### src/rtl/fp_conv_pkg.sv
// Shared types and constants for the compact floating-point converter.
package fp_conv_pkg;

   localparam int unsigned FP_EXP_W = 3;
   localparam int unsigned FP_SIG_W = 4;
   localparam int unsigned FP_IN_W  = 12;

   localparam logic [FP_EXP_W-1:0] EXP_MAX  = '1;
   localparam logic [FP_SIG_W-1:0] SIG_ONES = '1;

   typedef enum logic [1:0] {
      IDLE  = 2'd0,
      NORM  = 2'd1,
      ROUND = 2'd2,
      DONE  = 2'd3
   } fp_state_t;

   // Input width must exactly cover the exponent range plus the significand.
   function automatic bit fp_width_ok(input int unsigned exp_w,
                                      input int unsigned sig_w,
                                      input int unsigned in_w);
      return in_w == ((32'd1 << exp_w) + sig_w);
   endfunction

endpackage

### src/rtl/fp_round.sv
// Round-half-up of the normalised significand, with renormalise or saturate
// when the increment carries out of the significand.
module fp_round
   import fp_conv_pkg::*;
#(
   parameter int unsigned EXP_W = FP_EXP_W,
   parameter int unsigned SIG_W = FP_SIG_W
) (
   input  logic [SIG_W-1:0] i_f0,
   input  logic             i_r,
   input  logic [EXP_W-1:0] i_exp,
   output logic [EXP_W-1:0] o_e_c,
   output logic [SIG_W-1:0] o_f_c,
   output logic             o_ovf_sat_c
);

   localparam logic [EXP_W-1:0] L_EXP_MAX  = '1;
   localparam logic [SIG_W-1:0] L_SIG_ONES = '1;

   logic [SIG_W:0] w_f1;

   // Increment by the round bit; a carry-out means the significand hit 2^SIG_W.
   always_comb begin
      w_f1        = {1'b0, i_f0} + (SIG_W+1)'(i_r);
      o_e_c       = i_exp;
      o_f_c       = w_f1[SIG_W-1:0];
      o_ovf_sat_c = 1'b0;
      if (w_f1[SIG_W]) begin
         if (i_exp == L_EXP_MAX) begin
            o_f_c       = L_SIG_ONES;
            o_ovf_sat_c = 1'b1;
         end else begin
            o_e_c = i_exp + EXP_W'(1);
            o_f_c = {1'b1, {(SIG_W-1){1'b0}}};
         end
      end
   end

endmodule

### src/rtl/fp_convert_seq.sv
// Sequential two's-complement to (S, E, F) converter, value ~= F * 2^E.
// Optional macro FP_CONV_SAT_FLAG_EN adds a registered saturation flag port.
module fp_convert_seq
   import fp_conv_pkg::*;
#(
   parameter int unsigned EXP_W = FP_EXP_W,
   parameter int unsigned SIG_W = FP_SIG_W,
   parameter int unsigned IN_W  = FP_IN_W
) (
   input  logic             clk,
   input  logic             rst,
   input  logic             in_valid,
   output logic             in_ready,
   input  logic [IN_W-1:0]  d,
   output logic             out_valid,
   input  logic             out_ready,
`ifdef FP_CONV_SAT_FLAG_EN
   output logic             sat,
`endif
   output logic             s,
   output logic [EXP_W-1:0] e,
   output logic [SIG_W-1:0] f
);

   localparam int unsigned MAG_W = IN_W - 1;
   localparam logic [EXP_W-1:0] L_EXP_MAX  = '1;
   localparam logic [SIG_W-1:0] L_SIG_ONES = '1;

   if (!fp_width_ok(EXP_W, SIG_W, IN_W)) begin : g_bad_width
      $error("fp_convert_seq: IN_W must equal 2**EXP_W + SIG_W");
   end

   fp_state_t r_state, w_state_nxt;

   logic [MAG_W-1:0] r_work, w_work_nxt;
   logic [EXP_W-1:0] r_exp, w_exp_nxt;
   logic             r_sign, w_sign_nxt;
   logic             r_sat, w_sat_nxt;
   logic             r_s, w_s_nxt;
   logic [EXP_W-1:0] r_e, w_e_nxt;
   logic [SIG_W-1:0] r_f, w_f_nxt;
   logic             r_out_valid, w_out_valid_nxt;
   logic             r_in_ready, w_in_ready_nxt;

   logic [MAG_W-1:0] w_mag;
   logic             w_sat_in;
   logic [EXP_W-1:0] w_rnd_e;
   logic [SIG_W-1:0] w_rnd_f;
   logic             w_ovf_sat;

   // Magnitude of the sample; the most negative code wraps to zero and is flagged.
   assign w_mag    = d[IN_W-1] ? ((~d[MAG_W-1:0]) + MAG_W'(1)) : d[MAG_W-1:0];
   assign w_sat_in = d[IN_W-1] & ~(|d[MAG_W-1:0]);

   fp_round #(
      .EXP_W (EXP_W),
      .SIG_W (SIG_W)
   ) u_round (
      .i_f0        (r_work[MAG_W-1 -: SIG_W]),
      .i_r         (r_work[MAG_W-1-SIG_W]),
      .i_exp       (r_exp),
      .o_e_c       (w_rnd_e),
      .o_f_c       (w_rnd_f),
      .o_ovf_sat_c (w_ovf_sat)
   );

   // State register.
   always_ff @(posedge clk or posedge rst) begin
      if (rst) r_state <= IDLE;
      else     r_state <= w_state_nxt;
   end

   // Next-state and next-value logic for the datapath and handshakes.
   always_comb begin
      w_state_nxt     = r_state;
      w_work_nxt      = r_work;
      w_exp_nxt       = r_exp;
      w_sign_nxt      = r_sign;
      w_sat_nxt       = r_sat;
      w_s_nxt         = r_s;
      w_e_nxt         = r_e;
      w_f_nxt         = r_f;
      w_out_valid_nxt = r_out_valid;
      w_in_ready_nxt  = 1'b0;
      case (r_state)
         IDLE: begin
            if (in_valid && r_in_ready) begin
               w_sign_nxt  = d[IN_W-1];
               w_sat_nxt   = w_sat_in;
               w_work_nxt  = w_sat_in ? {MAG_W{1'b1}} : w_mag;
               w_exp_nxt   = L_EXP_MAX;
               w_state_nxt = NORM;
            end else begin
               w_in_ready_nxt = 1'b1;
            end
         end
         NORM: begin
            if (r_work[MAG_W-1] || (r_exp == '0)) begin
               w_state_nxt = ROUND;
            end else begin
               w_work_nxt = {r_work[MAG_W-2:0], 1'b0};
               w_exp_nxt  = r_exp - EXP_W'(1);
            end
         end
         ROUND: begin
            w_s_nxt         = r_sign;
            w_e_nxt         = r_sat ? L_EXP_MAX : w_rnd_e;
            w_f_nxt         = r_sat ? L_SIG_ONES : w_rnd_f;
            w_sat_nxt       = r_sat | w_ovf_sat;
            w_out_valid_nxt = 1'b1;
            w_state_nxt     = DONE;
         end
         DONE: begin
            if (out_ready) begin
               w_out_valid_nxt = 1'b0;
               w_in_ready_nxt  = 1'b1;
               w_state_nxt     = IDLE;
            end
         end
         default: w_state_nxt = IDLE;
      endcase
   end

   // Datapath and output registers.
   always_ff @(posedge clk or posedge rst) begin
      if (rst) begin
         r_work      <= '0;
         r_exp       <= '0;
         r_sign      <= 1'b0;
         r_sat       <= 1'b0;
         r_s         <= 1'b0;
         r_e         <= '0;
         r_f         <= '0;
         r_out_valid <= 1'b0;
         r_in_ready  <= 1'b0;
      end else begin
         r_work      <= w_work_nxt;
         r_exp       <= w_exp_nxt;
         r_sign      <= w_sign_nxt;
         r_sat       <= w_sat_nxt;
         r_s         <= w_s_nxt;
         r_e         <= w_e_nxt;
         r_f         <= w_f_nxt;
         r_out_valid <= w_out_valid_nxt;
         r_in_ready  <= w_in_ready_nxt;
      end
   end

`ifdef FP_CONV_SAT_FLAG_EN
   logic r_sat_out;

   // Saturation flag published together with s/e/f.
   always_ff @(posedge clk or posedge rst) begin
      if (rst)                  r_sat_out <= 1'b0;
      else if (r_state == ROUND) r_sat_out <= w_sat_nxt;
   end

   assign sat = r_sat_out;
`endif

   assign in_ready  = r_in_ready;
   assign out_valid = r_out_valid;
   assign s         = r_s;
   assign e         = r_e;
   assign f         = r_f;

endmodule

### config.mk
export PLATFORM = sky130hd
export DESIGN_NAME = fp_convert_seq
export DESIGN_NICKNAME = d
export VERILOG_FILES = /design/src/rtl/fp_conv_pkg.sv /design/src/rtl/fp_round.sv /design/src/rtl/fp_convert_seq.sv
export SDC_FILE = /design/constraint.sdc
export NUM_CORES = 1
export LEC_CHECK = 0
export BUFFER_PORTS_ARGS = -buffer_cell sky130_fd_sc_hd__buf_2
export CAP_MARGIN = 20
export CORE_ASPECT_RATIO = 0.6
export CORE_MARGIN = 2
export CORE_UTILIZATION = 50
export DETAILED_ROUTE_END_ITERATION = 8
export HOLD_SLACK_MARGIN = 0.1
export PLACE_DENSITY = 0.72
export SLEW_MARGIN = 15
export SYNTH_ARGS = -nofsm -noshare
export SYNTH_HDL_FRONTEND = slang
export SYNTH_SLANG_ARGS = --single-unit
### constraint.sdc
create_clock -name clk -period 4.7 [get_ports clk]
set_input_delay 0.705 -clock clk [delete_from_list [all_inputs] [get_ports clk]]
set_output_delay 0.705 -clock clk [all_outputs]
set_load 0.02 [all_outputs]
==> impl_results.md <==
- Fin area: 0.00190 mm²
- Seq cells post-synth: 28
- Vias in the first global route: 1310
- GPL Wtd Cong: 0.813
- Worst min path class: input port to asynchronous set/reset pin
- Compound-Gate Fraction of Synth Area: between 20% and 30%
- CP required: 4920 ps
- Post-synth top cells: dfrtp_1, inv_1, nor2_1
- Post-route insts no fill: 246
- CTS tree: built
- Ranking of synthesized cells by area: dfrtp_1, ha_1, xnor2_1
- Combinational Power Share: 52.0%
- Post-route ant nets: 0
- Sw Pwr: 534 µW
- Rows: 16
- Clk buf depth: 2
- Worst-path fanout max: 16
- Post-Syn Nets: between 200 and 250
- Sw frac: between 40 and 50%
- Grt met3 use: under 10%
- Die area: approximately 0.0038 mm²
- Root Buffer Master: clkbuf_8
- Final worst slack: 2050 ps
- Cts hold-fix bufs: 0
- Via Count: 1406
- IO Count: 26
- Met2 Use GR: 32.8%
- Final setup viols: 0
- Die height: 48.5 µm
- Most common cell in the synthesized netlist: dfrtp_1
- DIE WIDTH: a little under 80 µm
- Grt total ovfl: 0
- Mapped Cells: 176
- Post-synth EDFFs: 0
- CTS Buf Count: 3
- CTS clk-pin slew, worst paths: 90 ps
- Via-to-Cell Ratio: ~5.7
- Port bufs: 25
- Worst-margin pin slew: 1080 ps
- GRT Total Usage: 20.3%
- Post-synthesis xor/xnor area fraction: around 4.8%
- Peak VDD IR: 0.410 mV
- Largest net degree at the start of global routing: 29
- Cell Area, Placed: 0.00181 mm²
- Mapped Area: around 0.0017 mm²
- Post-synthesis mux area share: 1.89%
- First drt pass iteration count: 4
- Max Clk Rate: 0.377 GHz
- Max-cap violation count: 0
- Post-cts sizing count: 0
- Global-route wire length before repair: 6130 µm
- Arr. time, crit path: roughly 2900 ps
- Period utilization: between 50% and 60%
- Core footprint: approximately 0.0032 mm²
- Tmin final: 2650 ps
- Iter 0 DRT Violations: 138
- Max Slew Vio Count: 0
- RSZ-0062 raised after global routing: false
- CTS Sinks: 28
- Grt met1 use: 29.9%
- Post-place setup slack: 2150 ps
- Internal: 675 µW
- PwrDens: 638 mW/mm²
- Critical path launch point type: flop
- Register area share after synthesis: a little over two fifths
- Largest family of logic cells by synthesized area: compound AO/OA/AOI/OAI gates
- Synth cell types: 41
- Drt wl/cell: about 15 µm
- Clock power frac: 12.3%
- Worst skew pair latency: 270 ps
- Area occupied by multi-input gates: between 800 and 900 µm²
- Setup TNS: 0 ps
- Initial Util: 51.6%
- Synth Area in Simple Gates: 12.9%
- Share of layout cells above drive strength 1: between 10% and 20%
- Syn_area_per_cell: 9.39 µm²
- Area growth syn-to-layout: 14.7%
- N_diodes: 0
- Drc violations: 0
- Final Skew: 3.09 ps
- Most used routing layer: met2
- LEAKAGE: 0.000866 µW
- DP HPWL: 2860 µm
- H-tree levels: 1
- Worst setup EP type: flop
- Drt total wl: roughly 3700 µm
- Tot Pwr: 1210 µW
- Dpl cells: 241
- Seq pwr share: between 30 and 40%
- Relative slew slack: 27.9%
- Initial antenna violation count: 0
- Syn. warnings: 0
- Dominant synthesized flop cell: dfrtp_1
- Outcome: finished, final reports clean
- Register area: 701 µm²
- Leading area contributor after synthesis: dfrtp_1
- Post-synthesis adder-cell area fraction: 8.33%
- Final hold vios: 0
- Synth async-reset ratio: 100%
- FILL cells: 291
- Setup Buffers After CTS: 0
- Crit Path Class: flop to flop
- Final #Nets: 229
- Share of Yosys cell area claimed by the top area cell type: 42.4%
==> area by class of cell <==
type                    instances  share of cell area (%)
inverters                      18                    3.56
repair buffers                 26                    8.05
well taps                      45                    2.97
flip-flops and latches         28                    37.0
multi-input cells             125                    45.5
clock buffers                   4                    2.90
==> power groups by stage <==
stage               sequential [µW]  combinational, µW  clock (µW)
floorplan                       466                428           0
global placement                430                598           0
detailed placement              438                621           0
CTS                             433                624         152
global route                    447                695         165
finish                          432                628         149
==> worst max-delay path: stages, from the launching register on <==
cell and delay, ps:
dfrtp_1 410, inv_1 130, ha_1 510, inv_1 180
a211oi_1 460, o21bai_1 430, a221oi_1 360, a21o_1 120
==> flip-flops by register name, summed over array words and instances, names as in the netlist <==
signal / flops
e: 3
f: 4
in_ready: 1
out_valid: 1
r_exp: 3
r_sat: 1
r_sign: 1
r_state: 2
r_work: 11
s: 1
==> cells in the final DEF, fill, tap and decap left out, types with 2 or more instances in the layout <==
cell      Yosys  routed
a221o_1       5       5
inv_1        18      17
nand3_1       4       4
a21oi_1      13      13
nor3_1        5       5
ha_1         11      11
nor2b_1       2       2
a211oi_1      2       2
and3_1        2       2
a221oi_1      2       2
xnor2_1       8       8
a31oi_1       3       3
o21ai_0      11      11
nor2_1       14      14
o211ai_1      2       2
clkbuf_8      0       4
nand2_1       9       9
o31ai_1       2       2
a21o_1        2       2
mux2i_1       2       2
o22ai_1       2       2
o21ai_1       5       5
buf_2         2      25
dfrtp_1      28      28
o22a_1        3       3
==> metrics by stage <==
stage / hold WS, ps / util [%]
final: 330 / 59.2
after global placement: 456 / 56.6
after floorplan: 444 / -
after CTS: 488 / 58.3
after global routing: 330 / 59.2
after detailed placement: 465 / 56.6
==> logic make-up (layout without fill, tap and decap cells) <==
group                      count (synthesis)  in the layout
AOI/OAI and AO/OA                         60             60
xor gates and xnor gates                   9              9
adders and majority gates                 11             11
buffers and inverters                     23             48
DFF                                       28             28
muxes                                      3              3
and+or+nand+nor                           42             42
==> final timing paths <==
kind	slack, ps	end	from	cells past startpoint
max	2050	r_work[4]$_DFFE_PP0P_	r_state[1]$_DFFE_PP0P_	7
min	330	out_valid$_DFFE_PP0P_	rst	2
max reg2reg	2050	r_work[4]$_DFFE_PP0P_	r_state[1]$_DFFE_PP0P_	7
min reg2reg	490	r_work[4]$_DFFE_PP0P_	r_work[4]$_DFFE_PP0P_	1
max in group asynchronous	3990	r_work[3]$_DFFE_PP0P_	rst	3
min in group clk	490	r_work[4]$_DFFE_PP0P_	r_work[4]$_DFFE_PP0P_	1
==> routing by layer <==
layer	vias up	wire length (µm)
met3	2	227
li1	686	-
met2	33	1690
met5	-	0
met4	0	10
met1	685	1750
Note: power is estimated with default switching activity, not from simulation.
